==> config.mk <==
export PLATFORM = sky130hd
export DESIGN_NAME = fft_in_pack8
export DESIGN_NICKNAME = d
export VERILOG_FILES = /design/src/rtl/fft_in_pack8_pkg.sv /design/src/rtl/fft_in_pack8_bank.sv /design/src/rtl/fft_in_pack8.sv
export SDC_FILE = /design/constraint.sdc
export NUM_CORES = 1
export LEC_CHECK = 0
export ABC_AREA = 0
export BUFFER_PORTS_ARGS = -buffer_cell sky130_fd_sc_hd__buf_2
export CORE_MARGIN = 2
export CORE_UTILIZATION = 60
export CTS_CLUSTER_DIAMETER = 50
export DETAILED_ROUTE_END_ITERATION = 10
export PLACE_DENSITY = 0.88
export SLEW_MARGIN = 30
export SYNTH_ARGS = -nofsm -noshare
export SYNTH_HDL_FRONTEND = slang
export SYNTH_HIERARCHICAL = 1
export SYNTH_SLANG_ARGS = --single-unit
==> constraint.sdc <==
create_clock -name clk -period 3.97 [get_ports clk]
set_input_delay 0 -clock clk [delete_from_list [all_inputs] [get_ports clk]]
set_output_delay 0 -clock clk [all_outputs]
set_load 0.005 [all_outputs]
==> src/rtl/fft_in_pack8_pkg.sv <==
// Shared constants and the 3-bit bit-reversal helper for the 8-point FFT datapath.
package fft_in_pack8_pkg;

    localparam int FFT_DATA_WID = 16;
    localparam int FFT_PTS8     = 8;

    function automatic logic [2:0] bitrev3(input logic [2:0] idx);
        return {idx[0], idx[1], idx[2]};
    endfunction

endpackage

==> src/rtl/fft_in_pack8_bank.sv <==
// One 8-lane complex register bank; a single lane is written per cycle when enabled.
module fft_in_pack8_bank
    import fft_in_pack8_pkg::*;
#(
    parameter int DATA_WID = FFT_DATA_WID
) (
    input  logic                           clk,
    input  logic                           rst_n,
    input  logic                           we_i,
    input  logic [2:0]                     lane_i,
    input  logic [DATA_WID-1:0]            re_i,
    input  logic [DATA_WID-1:0]            im_i,
    output logic [FFT_PTS8*DATA_WID-1:0]   re_o,
    output logic [FFT_PTS8*DATA_WID-1:0]   im_o
);

    logic [FFT_PTS8*DATA_WID-1:0] re_q;
    logic [FFT_PTS8*DATA_WID-1:0] im_q;

    always_ff @(posedge clk or negedge rst_n) begin
        if (!rst_n) begin
            re_q <= '0;
            im_q <= '0;
        end else if (we_i) begin
            re_q[lane_i*DATA_WID +: DATA_WID] <= re_i;
            im_q[lane_i*DATA_WID +: DATA_WID] <= im_i;
        end
    end

    assign re_o = re_q;
    assign im_o = im_q;

endmodule

==> src/rtl/fft_in_pack8.sv <==
// Ping-pong input packer: gathers 8 complex samples per bank (optionally bit-reversed)
// and presents a completed bank to the combinational 8-point FFT core.
module fft_in_pack8
    import fft_in_pack8_pkg::*;
#(
    parameter int DATA_WID = FFT_DATA_WID,
    parameter bit BITREV   = 1'b1
) (
    input  logic                         clk,
    input  logic                         rst_n,
    input  logic                         flush_i,
    input  logic                         in_vld_i,
    output logic                         in_rdy_o,
    input  logic [DATA_WID-1:0]          in_re_i,
    input  logic [DATA_WID-1:0]          in_im_i,
    output logic                         out_vld_o,
    input  logic                         out_rdy_i,
    output logic [FFT_PTS8*DATA_WID-1:0] out_re_o,
    output logic [FFT_PTS8*DATA_WID-1:0] out_im_o,
    output logic [1:0]                   level_o
);

    logic       wr_bank_q, wr_bank_d;
    logic       rd_bank_q, rd_bank_d;
    logic [2:0] widx_q, widx_d;
    logic [1:0] full_q, full_d;
    logic       accept, drain;
    logic [2:0] lane;

    logic [FFT_PTS8*DATA_WID-1:0] b0_re, b0_im, b1_re, b1_im;

    // Ready depends only on registered state, so out_rdy_i never reaches in_rdy_o.
    assign in_rdy_o  = !full_q[wr_bank_q];
    assign out_vld_o = full_q[rd_bank_q];
    assign accept    = in_vld_i && in_rdy_o && !flush_i;
    assign drain     = out_vld_o && out_rdy_i && !flush_i;
    assign lane      = BITREV ? bitrev3(widx_q) : widx_q;

    always_comb begin
        wr_bank_d = wr_bank_q;
        rd_bank_d = rd_bank_q;
        widx_d    = widx_q;
        full_d    = full_q;
        if (flush_i) begin
            wr_bank_d = 1'b0;
            rd_bank_d = 1'b0;
            widx_d    = 3'd0;
            full_d    = 2'b00;
        end else begin
            if (accept) begin
                widx_d = widx_q + 3'd1;
                if (widx_q == 3'd7) begin
                    full_d[wr_bank_q] = 1'b1;
                    wr_bank_d         = !wr_bank_q;
                end
            end
            // Fill and drain always target different banks, so both may apply.
            if (drain) begin
                full_d[rd_bank_q] = 1'b0;
                rd_bank_d         = !rd_bank_q;
            end
        end
    end

    always_ff @(posedge clk or negedge rst_n) begin
        if (!rst_n) begin
            wr_bank_q <= 1'b0;
            rd_bank_q <= 1'b0;
            widx_q    <= 3'd0;
            full_q    <= 2'b00;
        end else begin
            wr_bank_q <= wr_bank_d;
            rd_bank_q <= rd_bank_d;
            widx_q    <= widx_d;
            full_q    <= full_d;
        end
    end

    fft_in_pack8_bank #(.DATA_WID(DATA_WID)) u_bank0 (
        .clk    (clk),
        .rst_n  (rst_n),
        .we_i   (accept && !wr_bank_q),
        .lane_i (lane),
        .re_i   (in_re_i),
        .im_i   (in_im_i),
        .re_o   (b0_re),
        .im_o   (b0_im)
    );

    fft_in_pack8_bank #(.DATA_WID(DATA_WID)) u_bank1 (
        .clk    (clk),
        .rst_n  (rst_n),
        .we_i   (accept && wr_bank_q),
        .lane_i (lane),
        .re_i   (in_re_i),
        .im_i   (in_im_i),
        .re_o   (b1_re),
        .im_o   (b1_im)
    );

    assign out_re_o = rd_bank_q ? b1_re : b0_re;
    assign out_im_o = rd_bank_q ? b1_im : b0_im;
    assign level_o  = {1'b0, full_q[0]} + {1'b0, full_q[1]};

endmodule

# == Word level (Yosys, flattened, before mapping) ==
# Cells that the tools add are included.
# op_classes
shift,3
bitwise_logic,3
addsub,3
n_reduce_logical,16
n_lt_le_gt_ge,4
mux,26
eq_ne,1
# op_table
cell,count
bitwise mux 128 bit,4
two-way mux 128 bit,2
variable part select 16 x 34 -> 128 bit,2
variable shift 16 x 34 -> 128 bit (first input constant),1
negation 7 -> 34 bit,1
two-way mux 1 bit,11
two-way mux 2 bit,5
logical AND 1 bit,8
two-way mux 3 bit,2
nonzero test 2 bit,3
zero test 1 bit,4
less-than comparator 1 x 2 -> 1 bit (second input constant),2
adder 3 x 1 -> 3 bit (second input constant),1
equality test 3 bit (second input constant),1
adder 1 x 1 -> 2 bit,1
bitwise AND 2 bit,1
demux 1 bit (select 1 bit),2
greater-or-equal comparator 1 bit (second input constant),2
inverter 2 bit,1
bitwise OR 2 bit,1
AND reduction 2 bit,1
# word_totals
output_inout_bits,260
elab_cells,64
register_bits,519
in_bits,37

# == Depth between registers and ports, before layout ==
# depth
depth_word,11
mapped_depth,9
ltp_nobuf,6

# == By module ==
# The synthesis kept the hierarchy.
# modules_own_cells
mod,n_inst,cells_each,area_per_inst_um2
fft_in_pack8_bank (u_bank1),1,853,10991.8
fft_in_pack8_bank (u_bank0),1,792,10737.8
fft_in_pack8,1,323,4309.1

# == Least setup slack after synthesis ==
# Ideal clock, no wire load.
# synth_timing
kind,register to register
from,reg widx_q[2]
to,"reg u_bank0.im_q[66], in the netlist u_bank0/im_o[66]"
arrival_ps,2359
path_stages_with_launch,7
setup_slack_ps,1486
required_time_ps,3845
path_cell_list,dfrtp_1 inv_1 ha_1 or3b_1 nor4b_2 buf_2 mux2_2
# synth_via
elab_chain_len,3
# synth_lines
item,line,rtl
"start, declared",fft_in_pack8.sv:25,"logic [2:0] widx_q, widx_d;"
"start signal, assigned",fft_in_pack8.sv:74,widx_q <= widx_d;
negation 7 -> 34 bit *,fft_in_pack8_bank.sv:26,im_q[lane_i*DATA_WID +: DATA_WID] <= im_i;
variable part select 16 x 34 -> 128 bit / variable shift 16 x 34 -> 128 bit (equally long branches),fft_in_pack8_bank.sv:26,
bitwise mux 128 bit *,fft_in_pack8_bank.sv:26,
"end signal, assigned by index",fft_in_pack8_bank.sv:26,
"end, declared",fft_in_pack8_bank.sv:18,logic [FFT_PTS8*DATA_WID-1:0] im_q;
# Mark *: on every way between the ends. The rest lies on a longest branch, timed or not.
# A chain may end at the register's enable or synchronous reset.

# == Worst setup path in the final report ==
# layout_timing
from,reg widx_q[2]
to,"reg u_bank1.im_q[44], in the netlist u_bank1/im_o[44]"
# layout_via
elab_chain_len,3
# layout_lines
item,line
negation 7 -> 34 bit *,fft_in_pack8_bank.sv:26
variable part select 16 x 34 -> 128 bit / variable shift 16 x 34 -> 128 bit (equally long branches),fft_in_pack8_bank.sv:26
bitwise mux 128 bit *,fft_in_pack8_bank.sv:26
"end signal, assigned by index",fft_in_pack8_bank.sv:26
"end, declared",fft_in_pack8_bank.sv:18
# Marked as above.

==> flow_metrics.tcl <==
set metrics [dict create \
    critPathTopFamily "adder cells" \
    setup_viol 0 \
    grt_pass1_vias 17850 \
    grt_max_degree 111 \
    ios 297 \
    max_cap_violations 0 \
    grt.total_usage_pct 30.12 \
    overflow 0 \
    drc 0 \
    rsz0062_at_grt "no" \
    wl_per_cell_um 23.40 \
    clock_latency_ps 610 \
    synth.area.top_cells "dfrtp_1 (50%), mux2_2 (18%), mux2_4 (13%), mux2i_1 (4.2%), and2_1 (3.3%)" \
    synth-async-reset-ratio_pct 100.0 \
    cp_data_arrival_time_ps 3790 \
    ys_types 50 \
    num_rows 76 \
    via_count 16890 \
    final_max_slew_viol_count 0 \
    critPathMostFrequentCell "ha_1" \
    synth_edf_count 0 \
    initial_core_util_pct 60.58 \
    dr.pass1.iters 7 \
    die_w_um 212.3 \
    finalPower_mw 12.32 \
    io_buffers 296 \
    worstMarginPinSlew_ps 837.2 \
    core_area_mm2 0.04298 \
    synth_cells 1968 \
    cts_setup_buffers 0 \
    ys_warn_count 6 \
    ant_nets 0 \
    fin_ws_ps 668.1 \
    netlist_top_cells_count "dfrtp_1 (519), mux2_2 (405), mux2_4 (224)" \
    leakagePower_nw 16.02 \
    grt_pass1_wl_mm 103.9 \
    utilization_pct 70.20 \
    pre_cts_slack_ps 720.0 \
    fin_setup_tns_ps 0 \
    clock.fmax_mhz 302.9 \
    slowest_delay_ps 730 \
    worstHoldPathType "input pin to register" \
    crit_buf_inv 2 \
    gp_congestion 0.8208 \
    hold_viol_final 0 \
    path_depth 7 \
    relSlewSlack_pct 44.19 \
    cts_sinks 519 \
    syn_area_mm2 0.02604 \
    htree_levels 2 \
    viasPerCell 5.828 \
    crit_chain "inv_2 > ha_1 > ha_1 > nand2_1 > nor4b_4 > buf_4 > mux2_2" \
    die_area_mm2 0.04508 \
    clk_pin_slew_ps 60 \
    fin_crit_ps 3302 \
    finalWirelength_mm 67.83 \
    finalNetCount 2315 \
    hold_depth 4 \
    yosysMostFrequentCell "dfrtp_1" \
    fin_area_mm2 0.03017 \
    finClkSkew_ps 21.38 \
    cp-start-kind "register" \
    critical_path_class "register to register" \
    ir_drop_v 0.0002929 \
    ctsResizeCount 0 \
    critPathMaxFanout 32 \
    r2r_cells 7 \
    syn-num-nets 2017 \
    dpl-instance-area_mm2 0.02792 \
    postSynthAreaPerCell_um2 13.23 \
    power_density_mw_per_mm2 408.3 \
    ys.flop_type "dfrtp_1" \
    required_ps 4460 \
    status "finished clean" \
    drive_above_1_share_pct 46.73 \
    endpoint_kind "register" \
    critical_path.slowest_cell "dfrtp_1" \
    areaGrowthSynthToFinish_pct 15.88 \
    die_y_um 212.3 \
    cts_buffers 56 \
    period_share_pct 83.17 \
    antenna_found_initial 3 \
    ys_seq_area_share_pct 49.88 \
    cts_buffer_depth 3 \
    synth.ff_latch_count 519 \
    cts_root_buf "clkbuf_16" \
    initialDrtViolationCount 1346 \
    synth_top_area_share_pct 49.88 \
    synth_top_cell_by_area "dfrtp_1" \
    dp_hpwl_mm 44.17 \
    tritoncts "done" \
]
[worst paths after layout]
check,from,endpoint,slack (ps)
worst max-delay path,widx_q[2],u_bank1/im_o[44],670
worst min-delay path,in_re_i[14],u_bank0/re_o[14],310
worst max register to register,widx_q[2],u_bank1/im_o[44],670
worst min register to register,u_bank1/re_o[14],u_bank1/re_o[14],500
max in group asynchronous,rst_n,u_bank1/re_o[108],2360
min in group asynchronous,rst_n,u_bank1/im_o[39],380
[registers in the layout, summed over array words and instances, names as in the netlist]
signal,count
u_bank1/im_o,128
u_bank1/re_o,128
rd_bank_q,1
u_bank0/re_o,128
full_q,2
u_bank0/im_o,128
wr_bank_q,1
widx_q,3
[power breakdown]
| part | leakage (nW) | internal, mW | total [mW] | switching (mW) |
|---|---|---|---|---|
| clock | 0.902 | 3.01 | 5.20 | 2.19 |
| sequential | 6.83 | 5.52 | 5.65 | 0.131 |
| combinational | 8.28 | 0.660 | 1.47 | 0.806 |
[layout by cell type, fill, tap and decap left out, drive strengths merged, types with 4 or more instances in the layout]
master / synthesis / final
and2: 139 / 139
and3: 46 / 46
buf: 88 / 332
clkbuf: 42 / 82
clkinv: 0 / 11
dfrtp: 519 / 519
dlygate4sd3: 0 / 38
ha: 12 / 12
inv: 116 / 121
mux2: 635 / 635
mux2i: 109 / 109
nand2: 124 / 124
nand2b: 6 / 6
nand3b: 10 / 10
nand4b: 4 / 4
nor2: 17 / 17
nor3: 15 / 15
nor3b: 7 / 7
o21ai: 31 / 31
o31ai: 13 / 13
o41ai: 13 / 13
[kinds of logic after synthesis]
kind of cell               Yosys count  synth area share, %
DFF                                519                49.88
and+or+nand+nor                    386                8.375
muxes                              744                34.89
buffers and inverters              246                4.786
adders and majority gates           12               0.5766
AOI/OAI and AO/OA                   61                1.490
[metal layers]
| layer | vias to the layer above | track usage [%] | wire length, um |
|---|---|---|---|
| li1 | 7377 | - | - |
| met1 | 8762 | 41.40 | 28800 |
| met2 | 627 | 48.76 | 32630 |
| met3 | 128 | 5.185 | 4525 |
| met4 | 0 | 10.34 | 1877 |
| met5 | - | 0 | 0 |
[metrics by stage]
stage | hold WS (ps) | instances
2_1_floorplan | -295.6 | 1968
3_3_place_gp | 136.5 | 2754
3_5_place_dp | 155.3 | 2754
4_1_cts | 99.31 | 2894
5_1_grt | 329.5 | 2896
6_report | 309.1 | 2899
[worst reg2reg max path, stage by stage, from the launching register on]
cell	delay [ps]
dfrtp_1	730
inv_2	130
ha_1	250
ha_1	670
nand2_1	230
nor4b_4	250
buf_4	470
mux2_2	450
[what timing repair did]
item                                    in CTS  in global routing
hold buffers                                37                  1
endpoints found under the setup margin       0                  0
endpoints found under the hold margin      344                 27
[area by class of cell]
type                       count  area [um^2]
sequential                   519        12990
clock inverter                21        198.9
antenna                        3        7.507
timing repair buffer         370         2275
fill                        2885        12810
inverter                     116        435.4
clock buffer                  82         1642
tap                          585        732.0
multi-input combinational   1203        11890
(Power assumes the default switching activity.)
